### src/rtl/logic_unit_pipe.sv
// logic_unit_pipe: registered bitwise logic stage for the ALU datapath.
// One of eight bitwise functions on two WIDTH-bit operands, with an
// accumulate mode that substitutes the previous result for operand A.
// Valid/ready on both sides; a single output register, no skid buffer.
module logic_unit_pipe #(
   parameter int unsigned WIDTH = 8
) (
   input  logic             clk,
   input  logic             rst,
   input  logic             in_valid,
   output logic             in_ready,
   input  logic [3:0]       op,
   input  logic [WIDTH-1:0] a,
   input  logic [WIDTH-1:0] b,
   input  logic             acc_clear,
   output logic             out_valid,
   input  logic             out_ready,
   output logic [WIDTH-1:0] y,
   output logic             zero,
   output logic             ones,
   output logic             parity
);

   typedef enum logic [2:0] {
      OP_AND  = 3'b000,
      OP_OR   = 3'b001,
      OP_XOR  = 3'b010,
      OP_NAND = 3'b011,
      OP_NOR  = 3'b100,
      OP_XNOR = 3'b101,
      OP_NOT  = 3'b110,
      OP_PASS = 3'b111
   } op_e;

   logic [WIDTH-1:0] acc_q, acc_d;
   logic [WIDTH-1:0] y_q, y_d;
   logic             out_valid_q, out_valid_d;
   logic             zero_q, zero_d;
   logic             ones_q, ones_d;
   logic             parity_q, parity_d;

   logic             accept;
   logic             consume;
   logic [WIDTH-1:0] acc_eff;
   logic [WIDTH-1:0] x_opnd;
   logic [WIDTH-1:0] result;
   op_e              op_fn;

   // Handshake: the output register can take a new beat when empty or draining.
   always_comb begin
      in_ready = !out_valid_q || out_ready;
      accept   = in_valid && in_ready;
      consume  = out_valid_q && out_ready;
   end

   // Operand selection and the bitwise function itself.
   always_comb begin
      acc_eff = acc_clear ? '0 : acc_q;
      x_opnd  = op[3] ? acc_eff : a;
      op_fn   = op_e'(op[2:0]);
      result  = '0;
      case (op_fn)
         OP_AND:  result = x_opnd & b;
         OP_OR:   result = x_opnd | b;
         OP_XOR:  result = x_opnd ^ b;
         OP_NAND: result = ~(x_opnd & b);
         OP_NOR:  result = ~(x_opnd | b);
         OP_XNOR: result = ~(x_opnd ^ b);
         OP_NOT:  result = ~x_opnd;
         OP_PASS: result = x_opnd;
         default: result = '0;
      endcase
   end

   // Next-state: accepted beats load result, flags and accumulator together.
   always_comb begin
      y_d         = y_q;
      zero_d      = zero_q;
      ones_d      = ones_q;
      parity_d    = parity_q;
      out_valid_d = out_valid_q;
      // Without an accepted beat acc_eff is either acc_q or the cleared value,
      // so a lone acc_clear is handled by the same expression.
      acc_d       = acc_eff;
      if (accept) begin
         y_d         = result;
         zero_d      = ~|result;
         ones_d      = &result;
         parity_d    = ^result;
         out_valid_d = 1'b1;
         acc_d       = result;
      end else if (consume) begin
         out_valid_d = 1'b0;
      end
   end

   // State registers with asynchronous active-high reset.
   always_ff @(posedge clk or posedge rst) begin
      if (rst) begin
         acc_q       <= '0;
         y_q         <= '0;
         out_valid_q <= 1'b0;
         zero_q      <= 1'b1;
         ones_q      <= 1'b0;
         parity_q    <= 1'b0;
      end else begin
         acc_q       <= acc_d;
         y_q         <= y_d;
         out_valid_q <= out_valid_d;
         zero_q      <= zero_d;
         ones_q      <= ones_d;
         parity_q    <= parity_d;
      end
   end

   assign out_valid = out_valid_q;
   assign y         = y_q;
   assign zero      = zero_q;
   assign ones      = ones_q;
   assign parity    = parity_q;

endmodule

### config.mk
export PLATFORM = sky130hd
export DESIGN_NAME = logic_unit_pipe
export DESIGN_NICKNAME = d
export VERILOG_FILES = /design/src/rtl/logic_unit_pipe.sv
export SDC_FILE = /design/constraint.sdc
export NUM_CORES = 1
export LEC_CHECK = 0
export CORE_ASPECT_RATIO = 0.6
export CORE_MARGIN = 2
export CORE_UTILIZATION = 45
export CTS_CLUSTER_SIZE = 14
export DETAILED_ROUTE_END_ITERATION = 8
export HOLD_SLACK_MARGIN = 0.02
export PLACE_DENSITY = 0.81
export SKIP_LAST_GASP = 1
export SYNTH_ARGS = -nofsm -noshare
export SYNTH_HDL_FRONTEND = slang
export SYNTH_SLANG_ARGS = --single-unit
### constraint.sdc
create_clock -name clk -period 4.15 [get_ports clk]
set_input_delay 0.83 -clock clk [delete_from_list [all_inputs] [get_ports clk]]
set_output_delay 0.83 -clock clk [all_outputs]
set_load 0.02 [all_outputs]
Word-level counts from Yosys, hierarchy flattened --
Cells that the tools add are included.
Operators by class: add/subtract/negate cells 0, multipliers 0, divide/modulo/power cells 0, order comparisons 0, equal/unequal tests 7, shifts and indexed selects 0, multiplexer cells 6, bitwise logic cells 7, reduce and logical (&&, ||, !) cells 10
Operator list (number):
- 8-bit case mux with 8 select lines | 1
- 8-bit inverter | 4
- 8-bit two-way mux | 3
- 3-bit == test (second input constant) | 4
- 8-bit bitwise AND | 1
- 8-bit bitwise OR | 1
- 8-bit AND reduction | 1
- 8-bit OR reduction | 1
- 8-bit parity | 1
- 8-bit bitwise XOR | 1
- 3-bit by 2-bit == test with 1-bit output (second input constant) | 2
- 3-bit by 1-bit == test with 1-bit output (second input constant) | 1
- 3-bit zero test | 1
- 1-bit logical AND | 2
- 1-bit zero test | 2
- 1-bit two-way mux | 2
- 2-bit nonzero test | 1
- 1-bit logical OR | 1
Word-level totals: register bits after elaboration 20, bits in latches 0, memory bits (writable) 0, memory bits (read-only) 0, input port bits 25, output and inout bits 13, logic and storage cells 36, memories kept 0

Longest topological paths before layout --
word-level depth 7, depth in mapped cells 11

Worst setup path after synthesis --
OpenSTA, ideal clock, no wires.
path kind input to register, from input op[3], to register parity_q (netlist: parity), library setup time 0.136 ns, data arrival time 2.777 ns, path slack 1.236 ns, stages on the path 10, path buffers 1, cell sequence buf_6 mux2i_1 ha_1 a21oi_1 o21ai_0 o32ai_2 ha_1 xnor2_1 xnor2_1 o21ai_0
On the way: word-level cells in the longest chain between the ends 5, elaborated cells between the ends (all ways) 10
Ends and longest elaborated chain:
- start, declared | line 12 | input logic [3:0] op,
- 8-bit two-way mux (*) | line 59 | x_opnd = op[3] ? acc_eff : a;
- 8-bit bitwise XOR (tied with other cells) | line 65, 68
- 8-bit inverter, on equally long branches | line 68, 66, 67
- 8-bit case mux with 8 select lines (*) | line 62 | case (op_fn)
- 8-bit parity (*) | line 89 | parity_d = ^result;
- end signal, assigned | line 112 | parity_q <= parity_d;
- end, declared | line 40 | logic parity_q, parity_d;
Mark *: on every way between the ends. The rest lies on a longest branch, timed or not. A chain may end at the register's enable or synchronous reset.

Worst setup path after layout --
from input acc_clear, to register parity_q (netlist: parity)
On the way: word-level cells in the longest chain between the ends 6, elaborated cells between the ends (all ways) 11
Ends and longest elaborated chain:
- start, declared | line 15 | input logic acc_clear,
- 8-bit two-way mux (*) | line 58 | acc_eff = acc_clear ? '0 : acc_q;
- 8-bit two-way mux (*) | line 59
- 8-bit bitwise XOR (tied with other cells) | line 65, 68
- 8-bit inverter, on equally long branches | line 68, 66, 67
- 8-bit case mux with 8 select lines (*) | line 62
- 8-bit parity (*) | line 89
Marked as above.

==> flow_metrics.env <==
export IMPL_status="finished clean"
export IMPL_crit_path_max_incr_delay_ns=0.66
export IMPL_io_buffers=37
export IMPL_maxSlewViolCount=0
export IMPL_dp_hpwl_um=3288
export IMPL_sequentialPowerShare_pct=34.4
export IMPL_switching_share_pct=33.97
export IMPL_drc_errors=0
export IMPL_core_um2=3786
export IMPL_routed_wirelength_um=4224
export IMPL_syn_to_final_growth_pct=21.79
export IMPL_cts_buffer_depth=2
export IMPL_area_sequential_um2=501.7
export IMPL_cap_violations=0
export IMPL_antenna_left=0
export IMPL_cts_tree="built"
export IMPL_hold_viol_final=0
export IMPL_gr_total_overflow=0
export IMPL_multi_input_area_um2=1154
export IMPL_cts_root_buf="clkbuf_8"
export IMPL_crit_family="compound AO/OA/AOI/OAI gates"
export IMPL_grt_pass1_wl_um=6989
export IMPL_yosysMostFrequentCell="nand2_1"
export IMPL_tightest_slew_ns=1.083
export IMPL_yosysTopAreaCell="dfrtp_1"
export IMPL_ys_async_sr_fraction_pct=100.0
export IMPL_rsz0062_at_grt="false"
export IMPL_period_minus_slack_ns=3.666
export IMPL_syn_inst=216
export IMPL_worstSetupEndpointType="register"
export IMPL_fin_skew_ns=0.002686
export IMPL_r2r_slack_ns=1.34
export IMPL_final_nets=294
export IMPL_fin_crit_sh_pct=88.33
export IMPL_antenna_found_initial=0
export IMPL_ys_ff_latch=20
export IMPL_wl_per_cell_um=14.52
export IMPL_cts_sinks=20
export IMPL_htree_levels=1
export IMPL_firstDrtPassIters=4
export IMPL_ys_flop_type="dfrtp_1"
export IMPL_hold_class="register to register"
export IMPL_dieArea_um2=4640
export IMPL_synth_nets=265
export IMPL_setup_viol=0
export IMPL_cts_setup_buffers=0
export IMPL_gp_congestion=0.9328
export IMPL_fmax_mhz=272.8
export IMPL_cp_max_fo=8
export IMPL_crit_chain="clkdlybuf4s50_1 > nor2b_1 > mux2i_1 > ha_1 > a21oi_1 > o21ai_0 > o32ai_2 > ha_1 > xnor2_1 > xnor2_1 > o21ai_0"
export IMPL_combinationalPowerShare_pct=44.1
export IMPL_nFillCells=344
export IMPL_yosysWarnings=0
export IMPL_dp_slack_ns=0.2742
export IMPL_arrival_ns=3.76
export IMPL_path_class="input pin to register"
export IMPL_critical_path_buf_inv_count=1
export IMPL_die_w_um=86.62
export IMPL_post_synth_top_area_fraction_pct=25.80
export IMPL_layout_setup_ws_ns=0.4843
export IMPL_die_h_um=53.57
export IMPL_synthTopCellsByArea="dfrtp_1, ha_1, nand2_1"
export IMPL_tns_ns=0
export IMPL_synthTopCellsByCount="nand2_1, inv_1, ha_1"
export IMPL_cts_buffers=3
export IMPL_pin_count=38
export IMPL_grt_use_total_pct=19.66
export IMPL_vias=1609
export IMPL_p_per_area_nw_per_um2=308.3
export IMPL_intPower_uw=457.0
export IMPL_clock_latency_ns=0.26
export IMPL_grt_pass1_vias=1469
export IMPL_pwr_share_clk_pct=21.5
export IMPL_drive_above_1_share_pct=9.836
export IMPL_cts_resized=0
export IMPL_syn_avg_cell_area_um2=8.532
export IMPL_viasPerCell=5.529
export IMPL_worst_setup_path_start_kind="input pin"
export IMPL_ctsHoldBuffers=0
export IMPL_first_iter_violations=150
export IMPL_row_count=17
export IMPL_leakagePower_nw=1.095
export IMPL_slew_headroom_pct=27.63
export IMPL_crit_required_ns=4.25
export IMPL_mappedNetlistArea_um2=1843
export IMPL_start_util_pct=48.68
export IMPL_vdd_ir_drop_max_mv=0.1776
export IMPL_grt_max_degree=39
export IMPL_n_antenna_cell=0
export IMPL_p_switching_uw=235.1
export IMPL_synth_edf_count=0
export IMPL_critPathSlowestCell="clkdlybuf4s50_1"
export IMPL_seq_area_frac_synth_pct=27.22
export IMPL_synth_distinct_cells=33
export IMPL_clk_pin_slew_ns=0.07
==> per-layer routing <==
metal | up-vias | part of all wire (%) | global-route usage, %
met5 | - | 0 | 0
met4 | 0 | 0 | 2.344
met3 | 0 | 9.8 | 5.982
met2 | 83 | 39 | 28.46
met1 | 744 | 51 | 29.55
li1 | 782 | - | -
==> placed cells by master, fill, tap and decap left out <==
master / instances
mux2i_2: 5
o32ai_4: 1
nor2_1: 17
nand2_1: 28
o21ai_1: 16
xnor2_1: 3
o22a_1: 3
inv_1: 25
and3_4: 1
inv_2: 1
nand4_1: 2
o32ai_2: 2
o21ai_0: 6
a2bb2oi_1: 5
or3_1: 1
buf_4: 1
a21oi_1: 8
o22ai_1: 5
a31o_2: 5
dfstp_2: 1
or2b_1: 1
mux2_4: 2
and3_1: 1
mux2_2: 1
clkbuf_8: 4
mux2i_1: 8
ha_1: 24
clkdlybuf4s50_1: 37
dfrtp_1: 19
nor2b_1: 8
nand2b_1: 3
==> metrics by stage <==
stage | hold slack [ns] | util (%) | cells | instance area, µm² | total power [mW]
global route | 0.5269 | 59.29 | 291 | 2245 | 0.7399
global placement | 0.4702 | 57.83 | 287 | 2190 | 0.5408
detailed placement | 0.4776 | 57.83 | 287 | 2190 | 0.5437
finish | 0.4905 | 59.29 | 291 | 2245 | 0.6921
floorplan | 0.5098 | - | 216 | 1843 | 0.4429
CTS | 0.4925 | 59.29 | 291 | 2245 | 0.6927
==> cell families (layout without fill, tap and decap cells) <==
family          count (synthesis)  after routing  synth area share [%]
simple gates                   62             62                 15.28
compound gates                 51             51                 19.28
buf+inv                        40             68                 10.18
fa+ha+maj                      24             24                 16.29
flops                          20             20                 27.22
mux                            16             16                 10.32
xor+xnor                        3              3                 1.426
==> power by group through the flow <==
stage	Sequential [mW]	Combinational [mW]	Clock [mW]
after floorplan	0.265	0.178	0
after global placement	0.241	0.299	0
after global routing	0.242	0.336	0.162
after detailed placement	0.242	0.302	0
after CTS	0.238	0.304	0.150
final	0.238	0.306	0.149
==> path summary, 6_finish.rpt <==
kind | from | to | cells after the start
worst max-delay path | acc_clear | parity$_DFFE_PP0P_ | 11
worst min-delay path | zero$_DFFE_PP1P_ | zero$_DFFE_PP1P_ | 2
worst max register to register | acc_q[0]$_DFF_PP0_ | parity$_DFFE_PP0P_ | 10
worst min register to register | zero$_DFFE_PP1P_ | zero$_DFFE_PP1P_ | 2
max in group asynchronous | rst | parity$_DFFE_PP0P_ | 2
min in group asynchronous | rst | y[4]$_DFFE_PP0P_ | 2
==> registers in the layout, summed over array words and instances (netlist names) <==
register	flops
ones	1
out_valid	1
zero	1
parity	1
acc_q	8
y	8
==> final cells by class <==
cell class / instances / area share, %
clock buffers: 4 / 2.453
flip-flops and latches: 20 / 22.35
multi-input cells: 156 / 51.39
well taps: 47 / 2.620
repair buffers: 38 / 16.83
inverters: 26 / 4.348
==> worst min-delay path: cells and delay by family, from the launching register on <==
kind,cells,cell delay (ns)
AND/OR/NAND/NOR,1,0.04
AO/OA/AOI/OAI,1,0.07
flip-flops,1,0.37
No activity file was read; power rests on OpenSTA's default activity.
